`config.mk`:
```
export PLATFORM = sky130hd
export DESIGN_NAME = result_streamer_flat
export DESIGN_NICKNAME = d
export VERILOG_FILES = /design/src/rtl/accel_pkg.sv /design/src/rtl/result_streamer_if.sv /design/src/rtl/result_prefetch_fifo.sv /design/src/rtl/result_streamer.sv /design/src/flat_wrapper.sv
export SDC_FILE = /design/constraint.sdc
export NUM_CORES = 1
export LEC_CHECK = 0
export BUFFER_PORTS_ARGS = -buffer_cell sky130_fd_sc_hd__buf_4
export CAP_MARGIN = 10
export CORE_MARGIN = 2
export CORE_UTILIZATION = 55
export CTS_CLUSTER_SIZE = 25
export DETAILED_ROUTE_END_ITERATION = 6
export HOLD_SLACK_MARGIN = 0.15
export PLACE_DENSITY = 0.76
export SYNTH_ARGS = -nofsm -noshare
export SYNTH_HDL_FRONTEND = slang
export SYNTH_HIERARCHICAL = 1
export SYNTH_SLANG_ARGS = --single-unit
export TNS_END_PERCENT = 10
```
`constraint.sdc`:
```
create_clock -name clk -period 7 [get_ports clk]
set_input_delay 0 -clock clk [delete_from_list [all_inputs] [get_ports clk]]
set_output_delay 0 -clock clk [all_outputs]
set_load 0.02 [all_outputs]
```
`src/rtl/accel_pkg.sv`:
```
// -----------------------------------------------------------------------------
// accel_pkg
// Shared definitions for the accelerator output paths.
//   - Default accumulator / buffer-address widths.
//   - Drain-side FSM state encoding (IDLE/STREAM/FLUSH/DONE).
//   - saturate(): clamps a wide signed value into a dw-bit signed range.
//     The result is returned at 64 bits; callers keep the low dw bits.
// -----------------------------------------------------------------------------
package accel_pkg;

   localparam int ACC_WIDTH_DEF  = 32;
   localparam int ADDR_WIDTH_DEF = 12;

   localparam logic [1:0] ST_IDLE   = 2'd0;
   localparam logic [1:0] ST_STREAM = 2'd1;
   localparam logic [1:0] ST_FLUSH  = 2'd2;
   localparam logic [1:0] ST_DONE   = 2'd3;

   function automatic logic signed [63:0] saturate(input logic signed [63:0] s,
                                                   input int unsigned        dw);
      logic signed [63:0] max_v;
      logic signed [63:0] min_v;
      max_v = (64'sd1 <<< (dw - 1)) - 64'sd1;
      min_v = -(64'sd1 <<< (dw - 1));
      if (s > max_v)      return max_v;
      else if (s < min_v) return min_v;
      else                return s;
   endfunction

endpackage

```
`src/rtl/result_streamer_if.sv`:
```
// -----------------------------------------------------------------------------
// result_streamer_if
// Bundles the output-buffer read port and the transmit stream.
//   mem_rd_en / mem_rd_addr : read strobe and address (streamer -> buffer)
//   mem_rd_data             : signed word, valid the cycle after mem_rd_en
//   tx_valid / tx_data      : requantized sample stream (streamer -> sink)
//   tx_ready                : sink acceptance
// master = the streamer, slave = buffer + sink side.
// -----------------------------------------------------------------------------
interface result_streamer_if #(
   parameter int DATA_WIDTH = 8,
   parameter int ACC_WIDTH  = 32,
   parameter int ADDR_WIDTH = 12
) ();

   logic                         mem_rd_en;
   logic        [ADDR_WIDTH-1:0] mem_rd_addr;
   logic signed [ACC_WIDTH-1:0]  mem_rd_data;
   logic                         tx_valid;
   logic                         tx_ready;
   logic signed [DATA_WIDTH-1:0] tx_data;

   modport master (
      output mem_rd_en, mem_rd_addr, tx_valid, tx_data,
      input  mem_rd_data, tx_ready
   );

   modport slave (
      input  mem_rd_en, mem_rd_addr, tx_valid, tx_data,
      output mem_rd_data, tx_ready
   );

endinterface

```
`src/rtl/result_prefetch_fifo.sv`:
```
// -----------------------------------------------------------------------------
// result_prefetch_fifo
// Small synchronous FIFO with show-ahead head and occupancy count.
//   clk, rst_n : clock, async active-low reset (pointers/count only)
//   push, push_data : write one entry (caller guarantees not full)
//   pop             : drop the head entry (caller guarantees not empty)
//   head, empty     : current head entry and empty flag
//   occupancy       : number of stored entries, 0..DEPTH
// DEPTH must be a power of two so the pointers wrap naturally.
// -----------------------------------------------------------------------------
module result_prefetch_fifo #(
   parameter int WIDTH = 8,
   parameter int DEPTH = 4,
   localparam int PTR_W = $clog2(DEPTH),
   localparam int OCC_W = PTR_W + 1
) (
   input  logic             clk,
   input  logic             rst_n,
   input  logic             push,
   input  logic [WIDTH-1:0] push_data,
   input  logic             pop,
   output logic [WIDTH-1:0] head,
   output logic             empty,
   output logic [OCC_W-1:0] occupancy
);

   logic [WIDTH-1:0] storage [DEPTH];
   logic [PTR_W-1:0] wr_ptr;
   logic [PTR_W-1:0] rd_ptr;
   logic [OCC_W-1:0] occ_q;

   // NOTE: sequential state uses non-blocking (<=) so every flop samples the
   // pre-edge values of the others, independent of block evaluation order.
   always_ff @(posedge clk or negedge rst_n) begin
      if (!rst_n) begin
         wr_ptr <= '0;
         rd_ptr <= '0;
         occ_q  <= '0;
      end else begin
         if (push) wr_ptr <= wr_ptr + PTR_W'(1);
         if (pop)  rd_ptr <= rd_ptr + PTR_W'(1);
         case ({push, pop})
            2'b10:   occ_q <= occ_q + OCC_W'(1);
            2'b01:   occ_q <= occ_q - OCC_W'(1);
            default: occ_q <= occ_q;
         endcase
      end
   end

   // NOTE: the data array has no reset; emptiness is tracked by the pointers,
   // so resetting storage would only cost flops and a reset fan-out.
   always_ff @(posedge clk) begin
      if (push) storage[wr_ptr] <= push_data;
   end

   assign head      = storage[rd_ptr];
   assign empty     = (occ_q == '0);
   assign occupancy = occ_q;

endmodule

```
`src/rtl/result_streamer.sv`:
```
// -----------------------------------------------------------------------------
// result_streamer
// Drains out_count accumulator words from the output buffer in address order,
// requantizes each (arithmetic right shift by cfg_shift, then signed
// saturation to DATA_WIDTH) and sends them on a valid/ready stream.
//   clk, rst_n          : clock, async active-low reset
//   start               : one-cycle request, only honoured in IDLE
//   out_count, cfg_shift: job length and shift, latched on start
//   busy                : high whenever not IDLE
//   done                : one-cycle pulse after the last beat is accepted
//   bus (master)        : buffer read port + transmit stream
// Reads are credited against a FIFO_DEPTH prefetch FIFO: a read issues only
// when stored entries plus the one-cycle in-flight read leave a free slot,
// so a returning word always finds room.
// -----------------------------------------------------------------------------
module result_streamer
   import accel_pkg::*;
#(
   parameter int DATA_WIDTH = 8,
   parameter int ACC_WIDTH  = ACC_WIDTH_DEF,
   parameter int ADDR_WIDTH = ADDR_WIDTH_DEF,
   parameter int FIFO_DEPTH = 4
) (
   input  logic                  clk,
   input  logic                  rst_n,
   input  logic                  start,
   input  logic [ADDR_WIDTH-1:0] out_count,
   input  logic [4:0]            cfg_shift,
   output logic                  busy,
   output logic                  done,
   result_streamer_if.master     bus
);

   localparam int OCC_W = $clog2(FIFO_DEPTH) + 1;

   logic [1:0]            state_q;
   logic [ADDR_WIDTH-1:0] count_q;
   logic [ADDR_WIDTH-1:0] rd_ptr_q;
   logic [ADDR_WIDTH-1:0] sent_q;
   logic [4:0]            shift_q;
   logic                  inflight_q;

   logic [OCC_W-1:0]      occ;
   logic [OCC_W:0]        credit_used;
   logic                  fifo_empty;
   logic [DATA_WIDTH-1:0] fifo_head;
   logic                  tx_valid_int;
   logic                  rd_en;
   logic                  last_issue;
   logic                  beat;
   logic                  last_beat;

   logic signed [63:0]    acc_ext;
   logic signed [63:0]    shifted;
   logic signed [63:0]    sat_val;
   logic [DATA_WIDTH-1:0] push_data;
   logic                  unused_sat_hi;

   // A pop in the same cycle is deliberately not credited back.
   assign credit_used  = {1'b0, occ} + (OCC_W + 1)'(inflight_q);
   assign rd_en        = (state_q == ST_STREAM) && (credit_used < (OCC_W + 1)'(FIFO_DEPTH));
   assign last_issue   = rd_en && (rd_ptr_q == count_q - ADDR_WIDTH'(1));
   assign tx_valid_int = !fifo_empty;
   assign beat         = tx_valid_int && bus.tx_ready;
   assign last_beat    = beat && (sent_q == count_q - ADDR_WIDTH'(1));

   always_ff @(posedge clk or negedge rst_n) begin
      if (!rst_n) begin
         state_q    <= ST_IDLE;
         count_q    <= '0;
         shift_q    <= '0;
         rd_ptr_q   <= '0;
         sent_q     <= '0;
         inflight_q <= 1'b0;
      end else begin
         inflight_q <= rd_en;
         if (beat) sent_q <= sent_q + ADDR_WIDTH'(1);
         case (state_q)
            ST_IDLE: begin
               if (start) begin
                  count_q  <= out_count;
                  shift_q  <= cfg_shift;
                  rd_ptr_q <= '0;
                  sent_q   <= '0;
                  state_q  <= (out_count != '0) ? ST_STREAM : ST_DONE;
               end
            end
            ST_STREAM: begin
               // The pointer parks at 0 after the final read so it never
               // reaches the latched count.
               if (last_issue) begin
                  rd_ptr_q <= '0;
                  state_q  <= ST_FLUSH;
               end else if (rd_en) begin
                  rd_ptr_q <= rd_ptr_q + ADDR_WIDTH'(1);
               end
            end
            ST_FLUSH: begin
               if (last_beat) state_q <= ST_DONE;
            end
            default: state_q <= ST_IDLE;
         endcase
      end
   end

   // Requantize the returning word before it enters the FIFO.
   assign acc_ext       = {{(64 - ACC_WIDTH){bus.mem_rd_data[ACC_WIDTH-1]}}, bus.mem_rd_data};
   assign shifted       = acc_ext >>> shift_q;
   assign sat_val       = saturate(shifted, DATA_WIDTH);
   assign push_data     = sat_val[DATA_WIDTH-1:0];
   assign unused_sat_hi = ^sat_val[63:DATA_WIDTH];

   result_prefetch_fifo #(
      .WIDTH (DATA_WIDTH),
      .DEPTH (FIFO_DEPTH)
   ) u_fifo (
      .clk       (clk),
      .rst_n     (rst_n),
      .push      (inflight_q),
      .push_data (push_data),
      .pop       (beat),
      .head      (fifo_head),
      .empty     (fifo_empty),
      .occupancy (occ)
   );

   assign busy            = (state_q != ST_IDLE);
   assign done            = (state_q == ST_DONE);
   assign bus.mem_rd_en   = rd_en;
   assign bus.mem_rd_addr = rd_ptr_q;
   assign bus.tx_valid    = tx_valid_int;
   // Gate the head so idle/reset output is 0 rather than stale storage.
   assign bus.tx_data     = tx_valid_int ? fifo_head : '0;

endmodule

```
`src/flat_wrapper.sv`:
```
// flat-port wrapper written by rule: the top's interface ports become plain ports
module result_streamer_flat import accel_pkg::*;
#(
   parameter int DATA_WIDTH = 8,
   parameter int ACC_WIDTH  = ACC_WIDTH_DEF,
   parameter int ADDR_WIDTH = ADDR_WIDTH_DEF,
   parameter int FIFO_DEPTH = 4
)
  (clk, rst_n, start, out_count, cfg_shift, busy, done, bus_mem_rd_en, bus_mem_rd_addr, bus_tx_valid, bus_tx_data, bus_mem_rd_data, bus_tx_ready);
  result_streamer_if #(.DATA_WIDTH(DATA_WIDTH), .ACC_WIDTH(ACC_WIDTH), .ADDR_WIDTH(ADDR_WIDTH)) bus_i ();
  input  logic clk;
  input  logic rst_n;
  input  logic start;
  input  logic [ADDR_WIDTH-1:0] out_count;
  input  logic [4:0] cfg_shift;
  output logic busy;
  output logic done;
  output wire logic [$bits(bus_i.mem_rd_en)-1:0] bus_mem_rd_en;
  output wire logic [$bits(bus_i.mem_rd_addr)-1:0] bus_mem_rd_addr;
  output wire logic [$bits(bus_i.tx_valid)-1:0] bus_tx_valid;
  output wire logic [$bits(bus_i.tx_data)-1:0] bus_tx_data;
  input wire logic [$bits(bus_i.mem_rd_data)-1:0] bus_mem_rd_data;
  input wire logic [$bits(bus_i.tx_ready)-1:0] bus_tx_ready;
  assign bus_mem_rd_en = bus_i.mem_rd_en;
  assign bus_mem_rd_addr = bus_i.mem_rd_addr;
  assign bus_tx_valid = bus_i.tx_valid;
  assign bus_tx_data = bus_i.tx_data;
  assign bus_i.mem_rd_data = bus_mem_rd_data;
  assign bus_i.tx_ready = bus_tx_ready;
  result_streamer #(.DATA_WIDTH(DATA_WIDTH), .ACC_WIDTH(ACC_WIDTH), .ADDR_WIDTH(ADDR_WIDTH), .FIFO_DEPTH(FIFO_DEPTH)) u_core (.clk(clk), .rst_n(rst_n), .start(start), .out_count(out_count), .cfg_shift(cfg_shift), .busy(busy), .done(done), .bus(bus_i));
endmodule
```
# After elaboration in Yosys (flattened, before gate mapping)
# Memories as Yosys holds them, arrays and structs flattened.
# Cells that the tools add are included.
totals:
  register_bits: 51
  latch_bits: 0
  ramBits: 32
  romBits: 0
  input_bits: 53
  out_inout_bits: 24
  wordCells: 65
  memories: 1
classes:
  addsub: 8
  multipliers: 0
  n_div: 0
  order_cmp: 3
  n_eq_ne: 11
  shifts: 1
  mux: 18
  bitwise_logic: 0
  n_reduce_logical: 14
memory_table:
  columns: ["memory", "words", "width", "rd", "rd_clocked_by_memory_dff", "wr", "line_no", "rtl"]
  rows:
  - ["u_core.u_fifo.storage", 4, 8, 1, 0, 1, "result_prefetch_fifo.sv:27", "logic [WIDTH-1:0] storage [DEPTH];"]
op_table:
  columns: ["cell", "count"]
  rows:
  - ["12-bit 2-to-1 mux", 6]
  - ["64-bit by 8-bit greater-than comparator with 1-bit output, second input constant", 1]
  - ["64-bit by 8-bit < comparator with 1-bit output, second input constant", 1]
  - ["32-bit by 5-bit >>> shifter with 64-bit output", 1]
  - ["12-bit by 1-bit adder with 12-bit output, second input constant", 2]
  - ["12-bit equality test", 2]
  - ["8-bit 2-to-1 mux", 3]
  - ["12-bit case mux with 2 select lines", 1]
  - ["12-bit nonzero test", 1]
  - ["12-bit by 1-bit subtractor with 12-bit output, second input constant", 1]
  - ["2-bit 2-to-1 mux", 4]
  - ["2-bit equality test, second input constant", 3]
  - ["2-bit case mux with 3 select lines", 1]
  - ["3-bit case mux with 2 select lines", 1]
  - ["3-bit AND reduction", 2]
  - ["2-bit nonzero test", 3]
  - ["2-bit by 1-bit adder with 2-bit output, second input constant", 2]
  - ["3-bit by 1-bit adder with 4-bit output", 1]
  - ["2-bit by 1-bit equality test with 1-bit output, second input constant", 2]
  - ["1-bit logical AND", 4]
  - ["4-bit by 3-bit < comparator with 1-bit output, second input constant", 1]
  - ["2-bit by 1-bit != test with 1-bit output, second input constant", 2]
  - ["3-bit by 1-bit adder with 3-bit output, second input constant", 1]
  - ["3-bit logical NOT", 1]
  - ["other kinds (7)", 8]

# Longest topological paths before layout
# Gate-level depths: netlist of run 1.
depth:
  depth_word: 6
  ltp_mapped: 11
  ltp_nobuf: 9

# Cells and area by module
# Netlist of run 1, hierarchy kept.
modules_own_cells:
  columns: ["mod", "instances", "cells_each", "area_each_um2"]
  rows:
  - ["result_streamer", 1, 570, 4979.8]
  - ["result_prefetch_fifo", 1, 78, 1545.2]

# Worst setup path before layout of run 1
# No wires, ideal clock.
synth_path:
  path_kind: "register -> register"
  start: "register u_core.state_q[1]"
  end: "register u_core.state_q[1]"
  setup_time_ps: 128
  arrival_time_ps: 2966
  required_time_ps: 6872
  path_slack_ps: 3906
  stages_incl_launch_ff: 11
  path_buffers: 1
  period_less_slack_ps: 3094
  cell_sequence: "dfrtp_1 -> inv_1 -> ha_1 -> inv_1 -> a311oi_1 -> o2111ai_1 -> or4_1 -> o41a_1 -> buf_6 -> a21oi_4 -> mux2_1"
synth_via:
  elab_chain_len: 5
  word_cells_on_any_way: 10
  classes_between: "eq/ne: 5; mux: 1; reduce/logical: 4"
synth_rtl:
  columns: ["item", "line_no", "rtl"]
  rows:
  - ["start, declared", "result_streamer.sv:36", "logic [1:0] state_q;"]
  - ["start signal, assigned", "result_streamer.sv:85", "state_q <= (out_count != '0) ? ST_STREAM : ST_DONE;"]
  - ["2-bit by 1-bit equality test with 1-bit output", "result_streamer.sv:61", "assign rd_en = (state_q == ST_STREAM) && (credit_used < (OCC_W + 1)'(FIFO_DEPTH));"]
  - ["1-bit logical AND", "result_streamer.sv:61", null]
  - ["via bus_mem_rd_en", "flat_wrapper.sv:18", "output wire logic [$bits(bus_i.mem_rd_en)-1:0] bus_mem_rd_en;"]
  - ["1-bit logical AND", "result_streamer.sv:62", "assign last_issue = rd_en && (rd_ptr_q == count_q - ADDR_WIDTH'(1));"]
  - ["2-bit by 1-bit != test with 1-bit output (no line)", null, null]
  - ["3-bit AND reduction (no line)", null, null]
# The timed path passes the listed nets, and every way through them passes these cells.
# A chain may end at the register's enable or synchronous reset.

# Final worst setup path of run 1
layout_path:
  start: "register u_core.count_q[0]"
  end: "register u_core.state_q[1]"
layout_via:
  elab_chain_len: 5
  word_cells_on_any_way: 8
  classes_between: "add/sub: 1; eq/ne: 4; reduce/logical: 3"
layout_rtl:
  columns: ["item", "line_no", "rtl"]
  rows:
  - ["start, declared", "result_streamer.sv:37", "logic [ADDR_WIDTH-1:0] count_q;"]
  - ["start signal, assigned", "result_streamer.sv:81", "count_q <= out_count;"]
  - ["12-bit by 1-bit subtractor with 12-bit output (*)", "result_streamer.sv:62, result_streamer.sv:65", null]
  - ["12-bit equality test (on tied branches)", "result_streamer.sv:62, result_streamer.sv:65", null]
  - ["1-bit logical AND (on tied branches)", "result_streamer.sv:62, result_streamer.sv:65", null]
  - ["2-bit by 1-bit != test with 1-bit output (no line)", null, null]
  - ["3-bit AND reduction (no line) (*)", null, null]
# Every way passes the cells marked *; elsewhere a longest branch is shown, timed or not.

==> metrics.txt, run 1 <==
status complete, but fails checks; violated checks design-rule violations; Initial Util 0.5666; clk root buf clkbuf_16; total negative slack 0 ns; M3 GR Usage 0.04606; worst r2r src u_core/count_q[0]$_DFFE_PN0P_; Post-Syn Area 0.006525 sq mm; total power 3.323 mW; slowest CP cell or4b_1; Cells after Synth 648; Leak 3.147 nW; min-delay worst type in2reg; clk buf depth 2; drt drc 1; Nets 779; Rows 39; Commonest cells post-synth nand2_1 (83), dfrtp_1 (51), nor2_1 (42); Post-synth EDFFs 32; WL final 16.84 mm; met2 usage 0.4229; HP Start start; placed cells 826; gr busiest metal met2; initial antenna violation count 0; vias in the first global route 5268; CP Buf/Inv Count 1; chip height 112.9 um; VDD IR max 0.0003254 V; Clock Skew 0.007842 ns; via/cell ratio 6.452; worst rel slew slack 0.2685; TritonCTS buffer count 9; Slew Limit Fails 0; worst-margin pin slew 1.089 ns; Synth Register Bits 83; worst endpoint required time 7.22 ns; # IOs 77; CTS-repair resized insts 0; clock latency on the worst-skew pair 0.34 ns; Die X 112.9 um; CP Cell Sequence inv_1 -> ha_1 -> or4b_1 -> nor3_1 -> nor3_1 -> or4_1 -> o41a_1 -> a21oi_4 -> mux2_1; crit path launch type flip-flop; GRT met1 Usage 0.3924; post-DP HPWL 11.85 mm; fillers 904; P&R area growth vs syn 16.72%; CTS tree done; Tot GR Track Use 0.2691; H-tree Lvls 3; post-synthesis sequential area ratio 0.3429; Placer Congestion 0.9200; Synth Net Count 714; final instance count without filler cells 861; Worst Setup End Kind flip-flop; Warnings, synthesis 6; RSZ-0062 raised after global routing false; # diodes 0; postcts setup bufs 0; overall die area 0.01275 sq mm; Crit path max-delay family simple AND/OR/NAND/NOR gates; synth top area cells dfrtp_1 (20%), edfxtp_1 (15%), mux4_2 (13%); Pre-Repair DR Iteration Count 7; clk slew on worst S/H paths 0.07 ns; WL/cell 19.56 um; layout cells sized above 1 0.2256; Core Region 0.01152 sq mm; post-synth top area share 0.1956; Post-synth ARST share 0.6145; critical path launch point u_core/count_q[0]$_DFFE_PN0P_; WS Path Type reg2reg; largest net degree at the start of global routing 58; final worst path period share 0.5112; post-synthesis average cell area 10.07 sq um; global-route wire length before repair 27.32 mm; CTS Hold Bufs 19; crit path max fanout 11; critical path arrival 3.80 ns; crit-path max cell delay 0.62 ns; fin crit period 3.578 ns; prevailing post-synth register cell dfrtp_1; fmax 0.2795 GHz; PortBufs 76; top-count cell post-synth nand2_1; routed vias 5555; Clock Sink Count 83; Max-Cap Viols 0; Yosys cell types 75; Worst path most repeated cell nor3_1; post-synth top area cell dfrtp_1; Power Dens Cells 436.3 mW/mm^2; setup violators final 0; Final Hold Fails 0; GRT overflow 0; DRT antenna net count 0; DRT iter0 DRCs 522
-- sequential cells by signal (all words and copies together), names as in the netlist --
register and flops:
u_core/sent_q 12, u_core/shift_q 5, u_core/u_fifo/wr_ptr 2, u_core/u_fifo/storage 32, u_core/u_fifo/rd_ptr 2, u_core/inflight_q 1, u_core/u_fifo/occupancy 3, u_core/state_q 2
u_core/count_q 12, u_core/bus.mem_rd_addr 12
-- report_power, final --
part           switching (mW)  leakage, nW  total, mW  internal [mW]
clock network           0.200        0.156      0.515          0.315
logic                    1.11         2.04       1.99          0.885
registers               0.177        0.952      0.815          0.638
total                    1.48         3.15       3.32           1.84
-- layer usage --
metal | vias up | share of wire
li1 | 2538 | -
met1 | 2709 | 0.43
met5 | - | 0
met2 | 280 | 0.47
met3 | 28 | 0.078
met4 | 0 | 0.016
-- cell type report --
class	count	area, sq um	area share
clock buffers	9	225.2	0.02957
clock inverters	7	100.1	0.01314
inverters	24	90.09	0.01183
multi-input cells	494	3978	0.5223
flip-flops and latches	83	2238	0.2939
well taps	143	178.9	0.02349
repair buffers	101	805.8	0.1058
-- final timing paths --
kind | cells past startpoint | slack [ns] | endpoint
worst max-delay path | 9 | 3.42 | u_core/state_q[1]$_DFFE_PN0P_
worst min register to register | 1 | 0.51 | u_core/u_fifo/occupancy[2]$_DFFE_PN0P_
min in group asynchronous | 2 | 0.23 | u_core/sent_q[11]$_DFF_PN0_
worst max register to register | 9 | 3.42 | u_core/state_q[1]$_DFFE_PN0P_
max in group asynchronous | 2 | 6.30 | u_core/shift_q[1]$_DFFE_PN0P_
worst min-delay path | 4 | 0.18 | u_core/shift_q[2]$_DFFE_PN0P_
-- stage by stage --
stage / util / hold slack (ns) / worst slack [ns] / cell area (sq um)
4_1_cts: 0.6613 / 0.1698 / 3.425 / 7616
5_1_grt: 0.6613 / 0.2205 / 3.197 / 7616
3_5_place_dp: 0.6166 / 0.07106 / 3.430 / 7101
3_3_place_gp: 0.6166 / 0.06501 / 3.557 / 7101
2_1_floorplan: - / -0.2956 / 3.906 / 6525
6_report: 0.6613 / 0.1765 / 3.422 / 7616
-- worst min-delay path, delay by kind of cell --
kind	cells	cell delay, ns
simple gates	3	0.36
buf+inv	1	0.12
-- placed cells by master (no fill, tap or decap), types with 3 or more instances in the layout --
cell           netlist  final
nand2_1             83     83
buf_4                2     82
dfrtp_1             51     50
nor2_1              42     42
mux4_2              38     38
mux2i_1             37     37
edfxtp_1            32     32
a21oi_1             30     30
inv_1               22     22
xnor2_1             22     22
nor3_1              21     21
o21ai_0             20     20
dlygate4sd3_1        0     19
nand3_1             17     17
xor2_1              15     15
mux2_2              15     15
and3_1              14     14
ha_1                12     12
nor2b_1             11     11
clkbuf_16            0      9
nor4_1               9      9
and2_1               7      7
xnor3_1              6      6
or3_1                5      5
a211oi_1             5      5
o21a_1               5      5
o31ai_1              5      5
nand4_1              4      4
nand2b_1             4      4
o22ai_1              4      4
o211a_1              3      3
a311oi_1             3      3
o221ai_1             3      3
or2_2                3      3
or4_1                3      3
o2111ai_1            3      3
-- cell families after synthesis --
family,count (synthesis),synth area share
simple gates,235,0.1778
compound gates,111,0.1183
mux,91,0.2155
flops,83,0.3429
buf+inv,71,0.04755
xor+xnor,43,0.07037
fa+ha+maj,14,0.02761
Note: power is estimated with default switching activity, not from simulation.
==> inputs of run 2 (changes only) <==
==> constraint.sdc (replaced) <==
create_clock -name clk -period 3.3 [get_ports clk]
set_input_delay 0 -clock clk [delete_from_list [all_inputs] [get_ports clk]]
set_output_delay 0 -clock clk [all_outputs]
set_load 0.02 [all_outputs]
==> run 2 against run 1 <==
Net effect: the flow still finishes with violations (design-rule violations); combinational power increased by 120%; clock power increased by 84%; total power increased by 110%; non-clock buffer count increased by 14; clock-buffer cell count increased by 3; die area unchanged; first-iteration DRC count increased by 5.7%; largest power group unchanged.
==> metrics.txt, run 2 (synthesis gave the netlist of run 1 again) <==
status complete, but fails checks; violated checks design-rule violations; Core Region 0.01152 sq mm (unchanged); postcts setup bufs 0 (unchanged); Tot GR Track Use 0.2830 (+0.01391); worst endpoint required time 3.43 ns (-3.79 ns); RSZ-0062 raised after global routing true; fmax 0.3120 GHz (+12%); max reg flops 32 (unchanged); post-DP HPWL 12.64 mm (+6.7%); WL final 17.34 mm (+2.9%); post-route setup slack 0.09477 ns (-3.327 ns); chip height 112.9 um (unchanged); largest net degree at the start of global routing 54 (-6.9%); fin crit period 3.205 ns (-0.3728 ns); Worst Reg-to-Reg Cells 8 (-1); clk root buf clkbuf_16; Leak 3.209 nW (+2.0%); GRT overflow 0 (unchanged); worst-margin pin slew 0.8609 ns (-0.2280 ns); initial antenna violation count 0 (unchanged); worst rel slew slack 0.4261 (+0.1576); CP Cell Sequence buf_4 -> mux2i_1 -> mux2_2 -> a21oi_1 -> nor4b_1 -> a41oi_1 -> o41a_1 -> a21oi_1; WL/cell 19.81 um (+1.3%); fillers 889 (-1.7%); pre-CTS WS 0.1254 ns (-3.305 ns); Worst setup endpoint u_core/u_fifo/storage[3][3]$_DFFE_PP_; crit-path max cell delay 0.51 ns (-0.11 ns); overall die area 0.01275 sq mm (unchanged); vias in the first global route 5517 (+4.7%); crit path launch type flip-flop; via/cell ratio 6.386 (-1.0%); TritonCTS buffer count 9 (unchanged); # IOs 77 (unchanged); Nets 793 (+1.8%); global-route wire length before repair 28.39 mm (+3.9%); clk slew on worst S/H paths 0.06 ns (about the same); Initial Util 0.5666 (unchanged); setup violators final 0 (unchanged); P&R area growth vs syn 18.12%; Pre-Repair DR Iteration Count 7 (unchanged); WS Path Type reg2reg; most frequent cells in the layout buf_4 (94), nand2_1 (83), dfrtp_1 (50); Placer Congestion 0.9561 (+3.9%); Final Hold Fails 0 (unchanged); Crit path max-delay family compound AO/OA/AOI/OAI gates; routed vias 5588 (+0.59%); DRT antenna net count 0 (unchanged); Levels on crit path 8 (-1); critical path launch point u_core/shift_q[1]$_DFFE_PN0P_; PortBufs 76 (unchanged); reg2reg end u_core/u_fifo/storage[3][3]$_DFFE_PP_; Die X 112.9 um (unchanged); area of the multi-input gates 0.003983 sq mm (+0.13%); commonest non-fill, non-tap cell in the layout buf_4; placed cells 840 (+1.7%); slowest CP cell o41a_1; drt drc 1 (unchanged); critical path arrival 3.33 ns (-0.47 ns); layout cells sized above 1 0.2432 (+0.01754); Max-Cap Viols 0 (unchanged); Power Dens Cells 918.3 mW/mm^2 (+110%); H-tree Lvls 3 (unchanged); Worst Setup End Kind flip-flop; CP Buf/Inv Count 1 (unchanged); # diodes 0 (unchanged); crit path max fanout 17 (+6); Worst path most repeated cell a21oi_1; min-delay worst type in2async; Rows 39 (unchanged); final worst path period share 0.9713 (+0.4601); Slew Limit Fails 0 (unchanged); Most flops, register u_core/u_fifo/storage; R2R Setup Slk 0.09 ns (-3.33 ns); clock latency on the worst-skew pair 0.34 ns (about the same); VDD IR max 0.0006274 V (+93%); CTS tree done; Clock Sink Count 83 (unchanged); FF/Latch Area 0.002238 sq mm (unchanged); Clock Skew 0.005523 ns (-0.002320 ns); worst r2r src u_core/shift_q[1]$_DFFE_PN0P_; clk buf depth 2 (unchanged); final instance count without filler cells 875 (+1.6%); DRT iter0 DRCs 552 (+5.7%)
## run 2: cell types whose count changed in the layout (fill, tap and decap cells not counted), moves of 2 or more
cell and delta:
buf_4 +12, buf_12 +2, bufinv_16 -2, clkbuf_8 +2
clkinv_2 +2
## run 2: routing by layer
metal  vias up  routed length (um)  track usage
li1       2568                   -            -
met1      2749                7687       0.3996
met2       233                8177       0.4522
met3        38                1134      0.04981
met4         0                 337      0.08618
met5         -                   0            0
## run 2: worst min path at each step
stage	from	end	slack (ns)	cells past startpoint
final	rst_n	u_core/count_q[11]$_DFFE_PN0P_	0.23	2
after global routing	start	u_core/count_q[3]$_DFFE_PN0P_	0.28	4
after CTS	start	u_core/count_q[3]$_DFFE_PN0P_	0.22	4
after detailed placement	rst_n	u_core/sent_q[11]$_DFF_PN0_	0.07	1
after global placement	rst_n	u_core/sent_q[11]$_DFF_PN0_	0.07	1
after floorplan	rst_n	u_core/bus.mem_rd_addr[0]$_DFFE_PN0P_	-0.30	0
## run 2: stage by stage
stage | total power [mW] | setup TNS (ns) | cell area [sq um] | util | hold slack (ns)
6_report | 7.077 | 0 | 7707 | 0.6693 | 0.2334
5_1_grt | 7.541 | -0.1653 | 7707 | 0.6693 | 0.2816
4_1_cts | 7.023 | 0 | 7702 | 0.6688 | 0.2157
3_5_place_dp | 6.032 | 0 | 7231 | 0.6279 | 0.07462
3_3_place_gp | 5.914 | 0 | 7231 | 0.6279 | 0.06744
2_1_floorplan | 4.894 | 0 | 6525 | - | -0.2956
## run 2: repair_timing
action | in CTS | in global routing
setup endpoints to repair | 0 | 23
hold endpoints to repair | 72 | 0
hold buffers | 19 | 0
resized for setup | 0 | 2
## run 2: worst register-to-register path: stages, from the launching register on
cell and delay (ns):
dfrtp_2 0.50, buf_4 0.29, mux2i_1 0.18, mux2_2 0.32, a21oi_1 0.37, nor4b_1 0.34, a41oi_1 0.16, o41a_1 0.51
a21oi_1 0.33
## run 2: area by class of cell
cell class                 count  area share
inverter                      24     0.01169
sequential                    83      0.2904
clock inverter                 4    0.003247
multi-input combinational    494      0.5167
tap                          143     0.02321
timing repair buffer         115      0.1214
clock buffer                  12     0.03328
## run 2: power breakdown
part	internal, mW	switching [mW]
registers	1.35	0.355
logic	2.00	2.42
clock network	0.550	0.400
